**config.mk**
```make
export PLATFORM = sky130hd
export DESIGN_NAME = memory_game_sequencer
export DESIGN_NICKNAME = d
export VERILOG_FILES = /design/src/rtl/memory_game_sequencer.sv
export SDC_FILE = /design/constraint.sdc
export NUM_CORES = 1
export LEC_CHECK = 0
export ABC_AREA = 1
export CORE_MARGIN = 5
export CORE_UTILIZATION = 62
export CTS_CLUSTER_DIAMETER = 150
export DETAILED_ROUTE_END_ITERATION = 7
export GPL_TIMING_DRIVEN = 0
export MAX_ROUTING_LAYER = met4
export PLACE_DENSITY = 0.87
export SETUP_SLACK_MARGIN = 0.4
export SYNTH_ARGS = -nofsm -noshare
export SYNTH_HDL_FRONTEND = slang
export SYNTH_SLANG_ARGS = --single-unit
```
**constraint.sdc**
```tcl
create_clock -name osc_clk -period 2.65 [get_ports osc_clk]
set_input_delay 0.6625 -clock osc_clk [delete_from_list [all_inputs] [get_ports osc_clk]]
set_output_delay 0.6625 -clock osc_clk [all_outputs]
set_load 0.02 [all_outputs]
```
**src/rtl/memory_game_sequencer.sv**
```systemverilog
// rtl/memory_game_sequencer.sv - round controller for the 4-LED / 4-button memory game
// Generates an LFSR pattern, plays it back, then checks player presses round by round.
module memory_game_sequencer #(
    parameter int          TICKS_ON  = 50_000_000,
    parameter int          TICKS_GAP = 12_500_000,
    parameter int          TIMEOUT   = 250_000_000,
    parameter int          MAX_LEN   = 16,
    parameter logic [15:0] LFSR_SEED = 16'hACE1
) (
    input  logic       osc_clk,
    input  logic       reset_n,
    input  logic       start,
    input  logic [3:0] button,
    output logic [3:0] led,
    output logic [4:0] level,
    output logic       busy,
    output logic       win,
    output logic       fail
);
    localparam int T_A = (TICKS_ON > TICKS_GAP) ? TICKS_ON : TICKS_GAP;
    localparam int T_B = (T_A > TIMEOUT) ? T_A : TIMEOUT;
    localparam int T_C = (T_B > MAX_LEN) ? T_B : MAX_LEN;
    localparam int TW  = (T_C > 1) ? $clog2(T_C) : 1;
    localparam int SW  = $clog2(MAX_LEN);

    localparam logic [TW-1:0] ON_LAST  = TW'(TICKS_ON - 1);
    localparam logic [TW-1:0] GAP_LAST = TW'(TICKS_GAP - 1);
    localparam logic [TW-1:0] TO_LAST  = TW'(TIMEOUT - 1);
    localparam logic [TW-1:0] GEN_LAST = TW'(MAX_LEN - 1);
    localparam logic [4:0]    LEN_MAX  = 5'(MAX_LEN);

    localparam logic [2:0] S_IDLE     = 3'd0;
    localparam logic [2:0] S_GEN      = 3'd1;
    localparam logic [2:0] S_SHOW_ON  = 3'd2;
    localparam logic [2:0] S_SHOW_GAP = 3'd3;
    localparam logic [2:0] S_WAIT_PR  = 3'd4;
    localparam logic [2:0] S_WAIT_REL = 3'd5;
    localparam logic [2:0] S_WIN      = 3'd6;
    localparam logic [2:0] S_FAIL     = 3'd7;

    logic [2:0]    state_q, state_d;
    logic [TW-1:0] timer_q, timer_d;
    logic [SW-1:0] step_q, step_d;
    logic [4:0]    level_q, level_d;
    logic [15:0]   lfsr_q, lfsr_d;
    logic [3:0]    led_q, led_d;
    logic          armed_q, armed_d;
    logic [3:0]    btn_s1_q, btn_s_q;
    logic [1:0]    pat_q [MAX_LEN];

    logic       last_step;
    logic [3:0] target;

    assign last_step = ({{(5-SW){1'b0}}, step_q} == (level_q - 5'd1));
    assign target    = 4'b0001 << pat_q[step_q];

    // Pattern storage is deliberately outside the reset domain.
    always_ff @(posedge osc_clk) begin
        if (state_q == S_GEN) begin
            pat_q[timer_q[SW-1:0]] <= lfsr_q[1:0];
        end
    end

    always_comb begin
        state_d = state_q;
        timer_d = timer_q;
        step_d  = step_q;
        level_d = level_q;
        lfsr_d  = lfsr_q;
        armed_d = armed_q;
        case (state_q)
            S_IDLE: if (start) state_d = S_GEN;
            S_GEN: begin
                lfsr_d = lfsr_q[0] ? ((lfsr_q >> 1) ^ 16'hB400) : (lfsr_q >> 1);
                if (timer_q == GEN_LAST) begin
                    state_d = S_SHOW_ON;
                    level_d = 5'd1;
                    step_d  = '0;
                end
            end
            S_SHOW_ON: if (timer_q == ON_LAST) state_d = S_SHOW_GAP;
            S_SHOW_GAP: begin
                if (timer_q == GAP_LAST) begin
                    if (last_step) begin
                        step_d  = '0;
                        state_d = S_WAIT_PR;
                    end else begin
                        step_d  = step_q + SW'(1);
                        state_d = S_SHOW_ON;
                    end
                end
            end
            S_WAIT_PR: begin
                // A press only counts once the buttons have been seen all-released here.
                armed_d = armed_q | (btn_s_q == 4'b0000);
                if (armed_q && (btn_s_q != 4'b0000)) begin
                    state_d = (btn_s_q == target) ? S_WAIT_REL : S_FAIL;
                end else if (timer_q == TO_LAST) begin
                    state_d = S_FAIL;
                end
            end
            S_WAIT_REL: begin
                if (btn_s_q == 4'b0000) begin
                    if (!last_step) begin
                        step_d  = step_q + SW'(1);
                        state_d = S_WAIT_PR;
                    end else if (level_q == LEN_MAX) begin
                        state_d = S_WIN;
                    end else begin
                        level_d = level_q + 5'd1;
                        step_d  = '0;
                        state_d = S_SHOW_ON;
                    end
                end
            end
            S_WIN, S_FAIL: begin
                if (start) begin
                    state_d = S_GEN;
                    level_d = 5'd0;
                end
            end
            default: state_d = S_IDLE;
        endcase

        if (state_d != state_q) begin
            timer_d = '0;
        end else if ((state_q == S_WIN) && (timer_q == ON_LAST)) begin
            timer_d = '0;
        end else if ((state_q == S_GEN) || (state_q == S_SHOW_ON) || (state_q == S_SHOW_GAP) ||
                     (state_q == S_WAIT_PR) || (state_q == S_WIN)) begin
            timer_d = timer_q + TW'(1);
        end

        if ((state_d == S_WAIT_PR) && (state_q != S_WAIT_PR)) begin
            armed_d = (btn_s_q == 4'b0000);
        end

        // LED follows the next state so it is registered without extra lag.
        case (state_d)
            S_SHOW_ON:  led_d = 4'b0001 << pat_q[step_d];
            S_WAIT_REL: led_d = btn_s_q;
            S_WIN: begin
                if (state_q != S_WIN)       led_d = 4'b0101;
                else if (timer_q == ON_LAST) led_d = ~led_q;
                else                         led_d = led_q;
            end
            S_FAIL:     led_d = 4'b1111;
            default:    led_d = 4'b0000;
        endcase
    end

    always_ff @(posedge osc_clk or negedge reset_n) begin
        if (!reset_n) begin
            state_q  <= S_IDLE;
            timer_q  <= '0;
            step_q   <= '0;
            level_q  <= 5'd0;
            lfsr_q   <= LFSR_SEED;
            led_q    <= 4'b0000;
            armed_q  <= 1'b0;
            btn_s1_q <= 4'b0000;
            btn_s_q  <= 4'b0000;
        end else begin
            state_q  <= state_d;
            timer_q  <= timer_d;
            step_q   <= step_d;
            level_q  <= level_d;
            lfsr_q   <= lfsr_d;
            led_q    <= led_d;
            armed_q  <= armed_d;
            btn_s1_q <= button;
            btn_s_q  <= btn_s1_q;
        end
    end

    assign led   = led_q;
    assign level = level_q;
    assign busy  = (state_q != S_IDLE) && (state_q != S_WIN) && (state_q != S_FAIL);
    assign win   = (state_q == S_WIN);
    assign fail  = (state_q == S_FAIL);
endmodule

```
* After elaboration in Yosys (flattened, before gate mapping)
Memories as Yosys holds them, arrays and structs flattened.
Index checks and enable logic that the tools add are counted.
** Word-level totals
- Output and inout port bits :: 12
- Memories kept :: 1
- Bits in registers :: 69
- RAM bits :: 32
** Cells by class
- Bitwise gates (word level) :: 3
- Reductions and logical operators :: 19
- Shifts and indexed selects :: 2
- Equality and inequality tests :: 29
- $add $sub $neg :: 4
- Multiplexer cells :: 36
** Memory list
- pat_q :: depth 16, width 2, rd ports 2, clocked after memory_dff 0, wr ports 1, RTL line 49 : logic [1:0] pat_q [MAX_LEN];
** Operators by type and width (count)
- $mux W28 :: 3
- $mux W4 :: 8
- $mux W3 :: 10
- $add A28 B1 Y28 const B :: 1
- $eq A28 B24 Y1 const B :: 1
- $eq A28 B26 Y1 const B :: 1
- $eq A28 B28 Y1 const B :: 1
- $eq A28 B4 Y1 const B :: 1
- $mux W5 :: 5
- $eq A3 B3 Y1 const B :: 8
- $pmux W3 S6 :: 1
- $mux W16 :: 1
- $pmux W4 S4 :: 1
- $pmux W5 S3 :: 1
- $ne A3 B3 Y1 const B :: 4
- $pmux W4 S3 :: 1
- $ne A2 B2 Y1 const B :: 5
- $eq A3 B2 Y1 const B :: 3
- $reduce_bool A3 Y1 :: 3
- $shl A1 B2 Y4 const A :: 2
- $reduce_and A6 Y1 :: 1
- $add A5 B1 Y5 const B :: 1
- $eq A4 B5 Y1 :: 1
- $eq A5 B5 Y1 const B :: 1
- other kinds (18) :: 28

* Depth between registers and ports, before layout
An unclocked memory read counts as a cell.
- Word-level depth :: 9
- Mapped depth :: 24
- Mapped depth without buffers :: 24

* Worst setup path after synthesis
No wires, ideal clock.
- Kind :: reg-to-reg
- From :: reg level_q[0] (netlist: level[0])
- To :: reg led_q[3] (netlist: led[3])
- Library setup time :: 117 ps
- Cell stages (with the launch flop) :: 22
- Setup slack :: 75 ps
- Arrival :: 2459 ps
- Data required time :: 2533 ps
- Cells stage by stage :: dfrtp_1 -> inv_1 -> ha_1 -> inv_1 -> nand2_1 -> nand4_1 -> nor2_1 -> nand2_4 -> nand2_1 -> nor2_1 -> nor2_1 -> nand2_1 -> nor2_4 -> nand3_1 -> nand3_1 -> nand3_2 -> nand2_2 -> inv_1 -> nand3_1 -> nand2_1 -> nand2_1 -> nand2_1
** On the way
- Cells in the longest elaborated chain, start to end :: 8
- Elaborated cells on any way between the ends :: 23
- Those cells by class :: 1 x add/sub; 7 x eq/ne; 1 x shift; 13 x mux; 1 x memory
** RTL lines
- from (decl) :: RTL line 44 : logic [4:0] level_q, level_d;
- from (signal assigned) :: RTL line 167 : level_q <= level_d;
- $sub A5 B1 Y5 or $eq A5 B5 Y1 (tied branches) :: RTL line 54, 107
- $eq A4 B5 Y1 or $mux W4 (tied branches) :: RTL line 54, 107
- $mux W4, on equally long branches :: RTL line 104, 84
- $mux W4, on equally long branches :: RTL line 103, 83
- $pmux W4 S3 :: RTL line 71 : case (state_q)
- $mem_v2 Z16 W2
- $shl A1 B2 Y4 :: RTL line 140 : S_SHOW_ON: led_d = 4'b0001 << pat_q[step_d];
- $pmux W4 S4 :: RTL line 139 : case (state_d)
- to (signal assigned) :: RTL line 169 : led_q <= led_d;
- to (decl) :: RTL line 46 : logic [3:0] led_q, led_d;
Several ways; a longest one is shown, not always the timed one.
A chain may end at the register's enable or synchronous reset.

* Final worst setup path
- From :: reg step_q[0]
- To :: reg led_q[1] (netlist: led[1])
** On the way
- Cells in the longest elaborated chain, start to end :: 8
- Elaborated cells on any way between the ends :: 26
- Those cells by class :: 1 x add/sub; 7 x eq/ne; 2 x shift; 15 x mux; 1 x memory
** RTL lines
- from (decl) :: RTL line 43 : logic [SW-1:0] step_q, step_d;
- from (signal assigned) :: RTL line 166 : step_q <= step_d;
- $mem_v2 Z16 W2
- $shl A1 B2 Y4 :: RTL line 55 : assign target = 4'b0001 << pat_q[step_q];
- $eq A4 B4 Y1 :: RTL line 97 : state_d = (btn_s_q == target) ? S_WAIT_REL : S_FAIL;
- $mux W2 :: RTL line 97
- $mux W3 :: RTL line 96 : if (armed_q && (btn_s_q != 4'b0000)) begin
- $pmux W3 S6 :: RTL line 71
- $eq A3 B3 Y1 or $eq A3 B2 Y1 (tied branches) :: RTL line 139
- $pmux W4 S4 or $ne A3 B3 Y1 (tied branches)
Several ways; a longest one is shown, not always the timed one.

==> metrics.md <==
| Metric | Value |
|---|---|
| Clock Skew | `roughly 0.020 ns` |
| Top FF cell, synth | `dfrtp_1` |
| Largest net degree at the start of global routing | `70` |
| DPL Wire Length | `11000 µm` |
| Vias post-DR | `~6.5k` |
| Total GRT Usage | `between 30% and 40%` |
| Drt drc | `47` |
| First-pass GRT wire length | `about 27000 µm` |
| Routed WL | `about 21000 µm` |
| Slew margin rel. | `between 40 and 50%` |
| CTS Buffer Depth | `2` |
| Sequential-to-total area share from yosys stat | `roughly 44%` |
| Number of flops mapped to enable cells by yosys | `32` |
| Setup violations, final | `22` |
| Vias in the first global route | `~5.8k` |
| Core Util, Final | `81.7%` |
| Pleak | `approximately 3.4 nW` |
| Die area | `between 10000 and 15000 µm²` |
| Final instance area | `around 8000 µm²` |
| Nets | `approximately 890` |
| Crit-path max FO | `10` |
| Commonest non-fill, non-tap cells in the layout | `nand2_1, inv_1, nor2_1` |
| Yosys warns | `0` |
| Clk pin slew, worst setup/hold paths | `~0.11 ns` |
| Synth cell types | `54` |
| Crit Path Category | `reg -> reg` |
| Metal1 wirelength | `7140 µm` |
| Routed vias/inst | `6.40` |
| RSZ-0062 raised after global routing | `true` |
| Outcome | `finished with violations` |
| Crit path required time | `approximately 3.0 ns` |
| Failing checks | `design-rule violations, negative setup slack` |
| Core area | `9680 µm²` |
| Synthesis-to-layout area growth | `29.9%` |
| VDD IR max | `about 1 mV` |
| Mapped Avg Cell Area | `slightly below 8 µm²` |
| Fin crit period | `roughly 3.0 ns` |
| Clk root buf | `clkbuf_8` |
| Chip height | `109 µm` |
| Peak Freq | `329 MHz` |
| DR top layer | `met4` |
| Initial DRC count | `1021` |
| Final period utilization | `115%` |
| Worst-skew pair later-pin latency | `0.41 ns` |
| Flops & latches, synth | `a little over 100` |
| Ys async rst share | `68.3%` |
| WL/cell | `about 21 µm` |
| Final ANT Viol Nets | `0` |
| CTS H-tree lvls | `3` |
| Routed wl met3 | `roughly 2400 µm` |
| Crit end category | `flip-flop` |
| Max Slew Vio Count | `0` |
| Place WS | `-0.0819 ns` |
| PwrDens | `roughly 1200 nW/µm²` |
| Post-place instance area | `approximately 6400 µm²` |
| Routability Congestion | `0.982` |
| TritonCTS Buffers | `9` |
| WL met2 | `about 10000 µm` |
| Final-report hold violation count | `0` |
| Antenna violations before repair | `0` |
| Layout cell share with drive strength beyond 1 | `a little under a third` |
| Mapped Cells | `781` |
| # port buffers | `18` |
| Commonest non-fill, non-tap cell in the layout | `nand2_1` |
| Min-delay worst type | `in -> async` |
| Arr. time, crit path | `3.38 ns` |
| FP Rows | `36` |
| Drt first pass iters | `8` |
| Post-Syn Nets | `795` |
| Chip width | `between 100 and 150 µm` |
| Ant. Diodes | `0` |
| Cts hold-fix bufs | `0` |
| Gr ovfl total | `0` |
| Fillers | `503` |
| I/O Pins | `19` |
| Final worst slack | `-0.390 ns` |
| Max cap viols | `0` |
| Startpoint Class | `flip-flop` |
| Post-Syn Area | `between 6000 and 7000 µm²` |
| CTS tree | `built` |
| Initial core utilization | `62.9%` |
| Slew @ Worst Pin | `around 0.89 ns` |
| Clock sinks | `~100` |
[layout make-up]
cell class	instances	area, µm²	share of cell area, %
buffer	18	161	2.04
inverter	100	393	4.97
tap	133	166	2.10
clock buffer	10	138	1.74
clock inverter	6	51.3	0.648
multi-input combinational	563	3550	44.8
sequential	101	2710	34.2
timing repair buffer	84	748	9.46
[layer usage]
metal	global-route usage [%]	vias to the layer above
li1	-	2755
met1	35.4	2971
met2	49.1	562
met3	6.93	211
met4	16.5	0
met5	-	-
[synthesized netlist by cell type, types with 3 or more instances]
cell type / count / share of area, %
a21oi_1: 28 / 2.3
buf_2: 7 / 0.58
buf_4: 3 / 0.37
clkbuf_1: 3 / 0.18
dfrtp_1: 61 / 25
dfstp_2: 8 / 3.5
edfxtp_1: 32 / 16
ha_1: 7 / 1.4
inv_1: 93 / 5.7
inv_2: 5 / 0.31
nand2_1: 193 / 12
nand2_2: 10 / 1.0
nand2_4: 5 / 0.92
nand2_8: 3 / 0.99
nand3_1: 78 / 6.4
nand3_2: 6 / 0.99
nand3b_1: 7 / 0.86
nand4_1: 11 / 1.1
nor2_1: 89 / 5.5
nor2_2: 4 / 0.41
nor2_4: 5 / 0.92
nor3_1: 28 / 2.3
nor3_2: 3 / 0.49
nor4_1: 3 / 0.31
o21ai_0: 39 / 3.2
xnor2_1: 4 / 0.58
xor2_1: 11 / 1.6
[stage by stage]
step / TNS, ns / std cells / hold slack [ns] / power, mW
floorplan: 0 / 781 / 0.331 / 4.51
global placement: -91.23 / 932 / 0.333 / 5.35
detailed placement: -0.354 / 932 / 0.336 / 5.47
CTS: 0 / 976 / 0.360 / 7.35
global route: -5.03 / 1015 / 0.379 / 9.45
finish: -2.39 / 1015 / 0.324 / 9.10
[path summary, 6_finish.rpt]
kind                                           to             startpoint  cells past startpoint  slack [ns]
max reg2reg                    led[1]$_DFFE_PN0P_    step_q[0]$_DFF_PN0_                     16       -0.39
max in group asynchronous  timer_q[3]$_DFFE_PN0P_                reset_n                      1        1.64
max                            led[1]$_DFFE_PN0P_    step_q[0]$_DFF_PN0_                     16       -0.39
min reg2reg                  btn_s_q[0]$_DFF_PN0_  btn_s1_q[0]$_DFF_PN0_                      0        0.37
min in group osc_clk         btn_s_q[0]$_DFF_PN0_  btn_s1_q[0]$_DFF_PN0_                      0        0.37
min                           step_q[2]$_DFF_PN0_                reset_n                      1        0.32
[critical path, cell delays in order (launching register included)]
cell,delay [ns]
dfrtp_2,0.51
buf_2,0.25
o21ai_0,0.27
nand3_1,0.16
nand3_1,0.14
nand2_1,0.23
o21ai_0,0.28
nor2_1,0.08
nand2_1,0.08
nand2_1,0.12
nand2_2,0.18
nand2_1,0.11
nor2_4,0.15
nand3_1,0.09
o21bai_1,0.17
nand2_1,0.09
nand2_1,0.07
[where the power goes]
group          internal [mW]  switching, mW
Sequential              1.75          0.153
Clock                  0.384          0.610
Combinational           2.37           3.83
[timing repair]
item,4_1_cts,5_1_grt
cloned,2,3
resized for setup,88,116
setup buffers,26,36
pin swaps,20,40
setup endpoints to repair,45,50
[cells by family after synthesis]
kind of cell	count (synthesis)	share of synthesized area [%]
AO/OA/AOI/OAI	89	8.69
AND/OR/NAND/NOR	451	35.3
buffers and inverters	118	8.14
adder cells (fa/ha/maj)	7	1.44
flip-flops	101	44.3
XOR/XNOR	15	2.16
[sequential cells by signal (all words and copies together), names as in the netlist]
name and count:
armed_q 1, btn_s1_q 4, btn_s_q 4, led 4, level 5, lfsr_q 16, pat_q 32, state_q 3
step_q 4, timer_q 28
No activity file was read; power rests on OpenSTA's default activity.
==> patch 1: new RTL, same flow settings <==
Set the parameter `TIMEOUT` to 125_000_000 (it was 250_000_000).
--- a/src/rtl/memory_game_sequencer.sv
+++ b/src/rtl/memory_game_sequencer.sv
@@ -5,3 +5,3 @@
     parameter int          TICKS_GAP = 12_500_000,
-    parameter int          TIMEOUT   = 250_000_000,
+    parameter int          TIMEOUT   = 125_000_000,
     parameter int          MAX_LEN   = 16,
Behaviour: same outputs for any inputs over 10 cycles, from zero or initial values and one cycle with reset_n low; that may be too few to reach the edited logic, so the function may still have changed.
==> patch 1 against the unedited design <==
- total power is 22% lower
- core utilization decreased by 0.29 points
- sequential cell count is 1 lower
- area after synthesis shrank 2.3%
- cell area fell by 4.5%
- worst setup slack gained 400 ps
- routed wire length fell by 14%
- first-iteration DRC count decreased by 36%
- critical path type unchanged
- largest cell class unchanged
- highest routed layer unchanged
==> patch 1: results (changes against the unedited design) <==
crit_start: "timer_q[0]"  # was step_q[0]
place_inst: 920  # was 932
grtUsageMet1_pct: 37.5  # was 35.4%
fin_nets: 868  # was 891
setup.worst_path.end: "timer_q[6]"  # was led[1]
layout-drive-gt1-share_pct: 29.8  # was 31.7%
synth_commonest_cells: "nand2_1, nor2_1, inv_1, nand3_1, dfrtp_1"  # was nand2_1, inv_1, nor2_1, nand3_1, dfrtp_1
crit_slowest_cell: "dfrtp_1"  # was dfrtp_2
setup_viol: 0  # was 22
synth-async-reset-ratio_pct: 68.0  # was 68.3%
rrSetupSlack_ps: 10  # was -390 ps
nFillCells: 541  # was 503
wl_met2_um: 8780  # was 9750 um
cp_data_arrival_time_ps: 2940  # was 3380 ps
synth_nets: 787  # was 795
p_seq_mw: 1.84  # was 1.90 mW
track_usage_pct: 30.7  # was 30.5%
place_ws_ps: -148  # was -81.9 ps
grtUsageMet2_pct: 50.7  # was 49.1%
power_frac_seq_pct: 26.0  # was 20.9%
ys_top_cells_by_area: "dfrtp_1, edfxtp_1, nand2_1, nand3_1, nor2_1"  # was dfrtp_1, edfxtp_1, nand2_1, nand3_1, inv_1
hold_path.class: "reg -> reg"  # was in -> async
fmax_ghz: 0.379  # was 0.329 GHz
multi_input_area_um2: 3330  # was 3550 um^2
dp_hpwl_um: 11400  # was 11000 um
postCtsSetupBuffers: 35  # was 26
p_clk_mw: 1.00
synth_cells: 773  # was 781
grt_start_max_net_pins: 69  # was 70
skew_ps: 21.7  # was 19.9 ps
dr_total_vias: 6017  # was 6499
crit_path_max_fanout: 5  # was 10
p_leak_nw: 3.30  # was 3.41 nW
gp_congestion: 0.993  # was 0.982
outcome: "finished clean"  # was finished with violations
switchingPower_mw: 3.22  # was 4.60 mW
synth_cell_types: 46  # was 54
routed-wl-met3_um: 1650  # was 2380 um
grt_pass1_vias: 5576  # was 5755
tightest_slew_ps: 902  # was 893 ps
seq_area_frac_synth_pct: 44.9  # was 44.3%
gr-usage-met3_pct: 5.67  # was 6.93%
patch 1: changes by cell type in the layout (fill, tap and decap cells not counted), sizes merged, moves of 5 or more:
cell / change
a21oi: -8
buf: -16
inv: -9
nand3: -5
nor2: +10
patch 1: area by class of cell:
class / instances / share of cell area, %
Tap cell: 129 / 2.14
Buffer: 19 / 2.00
Clock inverter: 7 / 1.11
Inverter: 91 / 4.75
Sequential cell: 100 / 35.5
Multi-Input combinational cell: 563 / 44.1
Timing Repair Buffer: 70 / 8.79
Clock buffer: 9 / 1.64
patch 1: kinds of logic (layout without fill, tap and decap cells):
family | count (synthesis) | count (layout) | synth area share [%]
buf+inv | 110 | 196 | 7.59
fa+ha+maj | 7 | 7 | 1.47
simple gates | 454 | 454 | 35.2
compound gates | 84 | 84 | 8.16
xor+xnor | 18 | 18 | 2.65
flops | 100 | 100 | 44.9
==> patch 2: new RTL, same settings <==
Made on the original files. Put one more register stage on the output `level`, with the module's reset. The value now appears one clock later. The other outputs are not delayed to match.
--- a/src/rtl/memory_game_sequencer.sv
+++ b/src/rtl/memory_game_sequencer.sv
@@ -176,3 +176,9 @@
     assign led   = led_q;
-    assign level = level_q;
+    always_ff @(posedge osc_clk or negedge reset_n) begin
+        if (!reset_n) begin
+            level <= '0;
+        end else begin
+            level <= level_q;
+        end
+    end
     assign busy  = (state_q != S_IDLE) && (state_q != S_WIN) && (state_q != S_FAIL);
Behaviour: same outputs for any inputs over 10 cycles, from zero or initial values and one cycle with reset_n low; that may be too few to reach the edited logic, so the function may still have changed.
==> patch 2 against the unedited design <==
- the flow finishes with violations (negative setup slack)
- combinational power decreased by 11%
- via count is 1.7% lower
- core utilization rose by 0.62 points
- cell area grew 0.76%
- area after synthesis is 0.14% lower
- critical path depth is 2 higher
- total power decreased by 5.9%
- first-iteration DRC count down 4.0%
- routed wire length down 4.9%
- worst hold slack got worse by 280 ps
- clock skew is 5.7 ps lower
- worst setup slack better by 62 ps
- sequential cell count grew 5
- largest power group unchanged
==> patch 2: results (changes against the unedited design) <==
gp_congestion: 0.956  # was 0.982
dr_total_vias: 6388  # was 6499
ys_top_cells_by_area: "dfrtp_1, edfxtp_1, nand2_1, nand3_1, nor2_1"  # was dfrtp_1, edfxtp_1, nand2_1, nand3_1, inv_1
grt_pass1_vias: 5784  # was 5755
p_seq_mw: 1.97  # was 1.90 mW
place_ws_ps: -221  # was -81.9 ps
crit_path_max_fanout: 7  # was 10
grt_start_max_net_pins: 74  # was 70
failed_checks: "negative setup slack"  # was design-rule violations, negative setup slack
place_inst: 926  # was 932
ctsResizeCount: 115  # was 88
synth_commonest_cells: "nand2_1, nor2_1, inv_1, nand3_1, dfrtp_1"  # was nand2_1, inv_1, nor2_1, nand3_1, dfrtp_1
cp_data_arrival_time_ps: 3310  # was 3380 ps
p_leak_nw: 3.45  # was 3.41 nW
routedWlPerCell_um: 19.8  # was 20.6 um
worst_slack_ps: -327  # was -390 ps
tns_ps: -1390  # was -2390 ps
dpl_cell_area_um2: 6490  # was 6450 um^2
postCtsSetupBuffers: 40  # was 26
critPathMaxStageDelay_ps: 470  # was 510 ps
switching_share_pct: 49.6  # was 50.5%
synth_cell_types: 49  # was 54
fin_nets: 883  # was 891
setup_viol: 21  # was 22
seq_area_frac_synth_pct: 46.4  # was 44.3%
reg2reg_from: "level_q[2]"  # was step_q[0]
dp_hpwl_um: 11200  # was 11000 um
skew_ps: 14.2  # was 19.9 ps
outcome: "finished with violations"  # unchanged
peakVddDrop_mv: 0.655  # was 0.988 mV
p_clk_share_pct: 12.3  # was 10.9%
layout.cells.non_filler: 1007  # was 1015
track_usage_pct: 32.2  # was 30.5%
layout-drive-gt1-share_pct: 32.0  # was 31.7%
total_power_mw: 8.57  # was 9.10 mW
r2r_cells: 18  # was 16
holdWs_ps: 41.9  # was 324 ps
initialDrtViolationCount: 980  # was 1021
crit_slowest_cell: "dfrtp_1"  # was dfrtp_2
startpoint_type: "flop"  # unchanged
antenna_found_initial: 0  # unchanged
synth_nets: 788  # was 795
clk_latency_ps: 400
patch 2: cell count changes after synthesis, sizes merged, moves of 4 or more:
cell	change
nor3	-9
a21oi	-5
nor2	+11
clkbuf	+4
nand2	-23
o22ai	+4
nor4	+9
dfrtp	+5
patch 2: cells by family after synthesis:
kind of cell,after synthesis,synth area share (%)
AOI/OAI and AO/OA,91,8.79
xor gates and xnor gates,18,2.59
adders and majority gates,7,1.44
buffers and inverters,116,7.68
DFF,106,46.4
and+or+nand+nor,436,33.1
patch 2: area by class of cell:
cell class | instances | area [um^2]
plain buffers | 20 | 161
clock buffers | 9 | 124
clock inverters | 7 | 86.3
fillers | 519 | 1710
inverters | 96 | 379
multi-input cells | 552 | 3440
flip-flops and latches | 106 | 2830
well taps | 133 | 166
repair buffers | 84 | 782
patch 2: layer usage:
metal  track usage [%]  vias up  share of wire, %
li1                  -     2741                 -
met1              39.9     2972                37
met2              49.6      524                46
met3              5.98      151                10
met4              18.8        0               6.5
met5                 -        -                 0
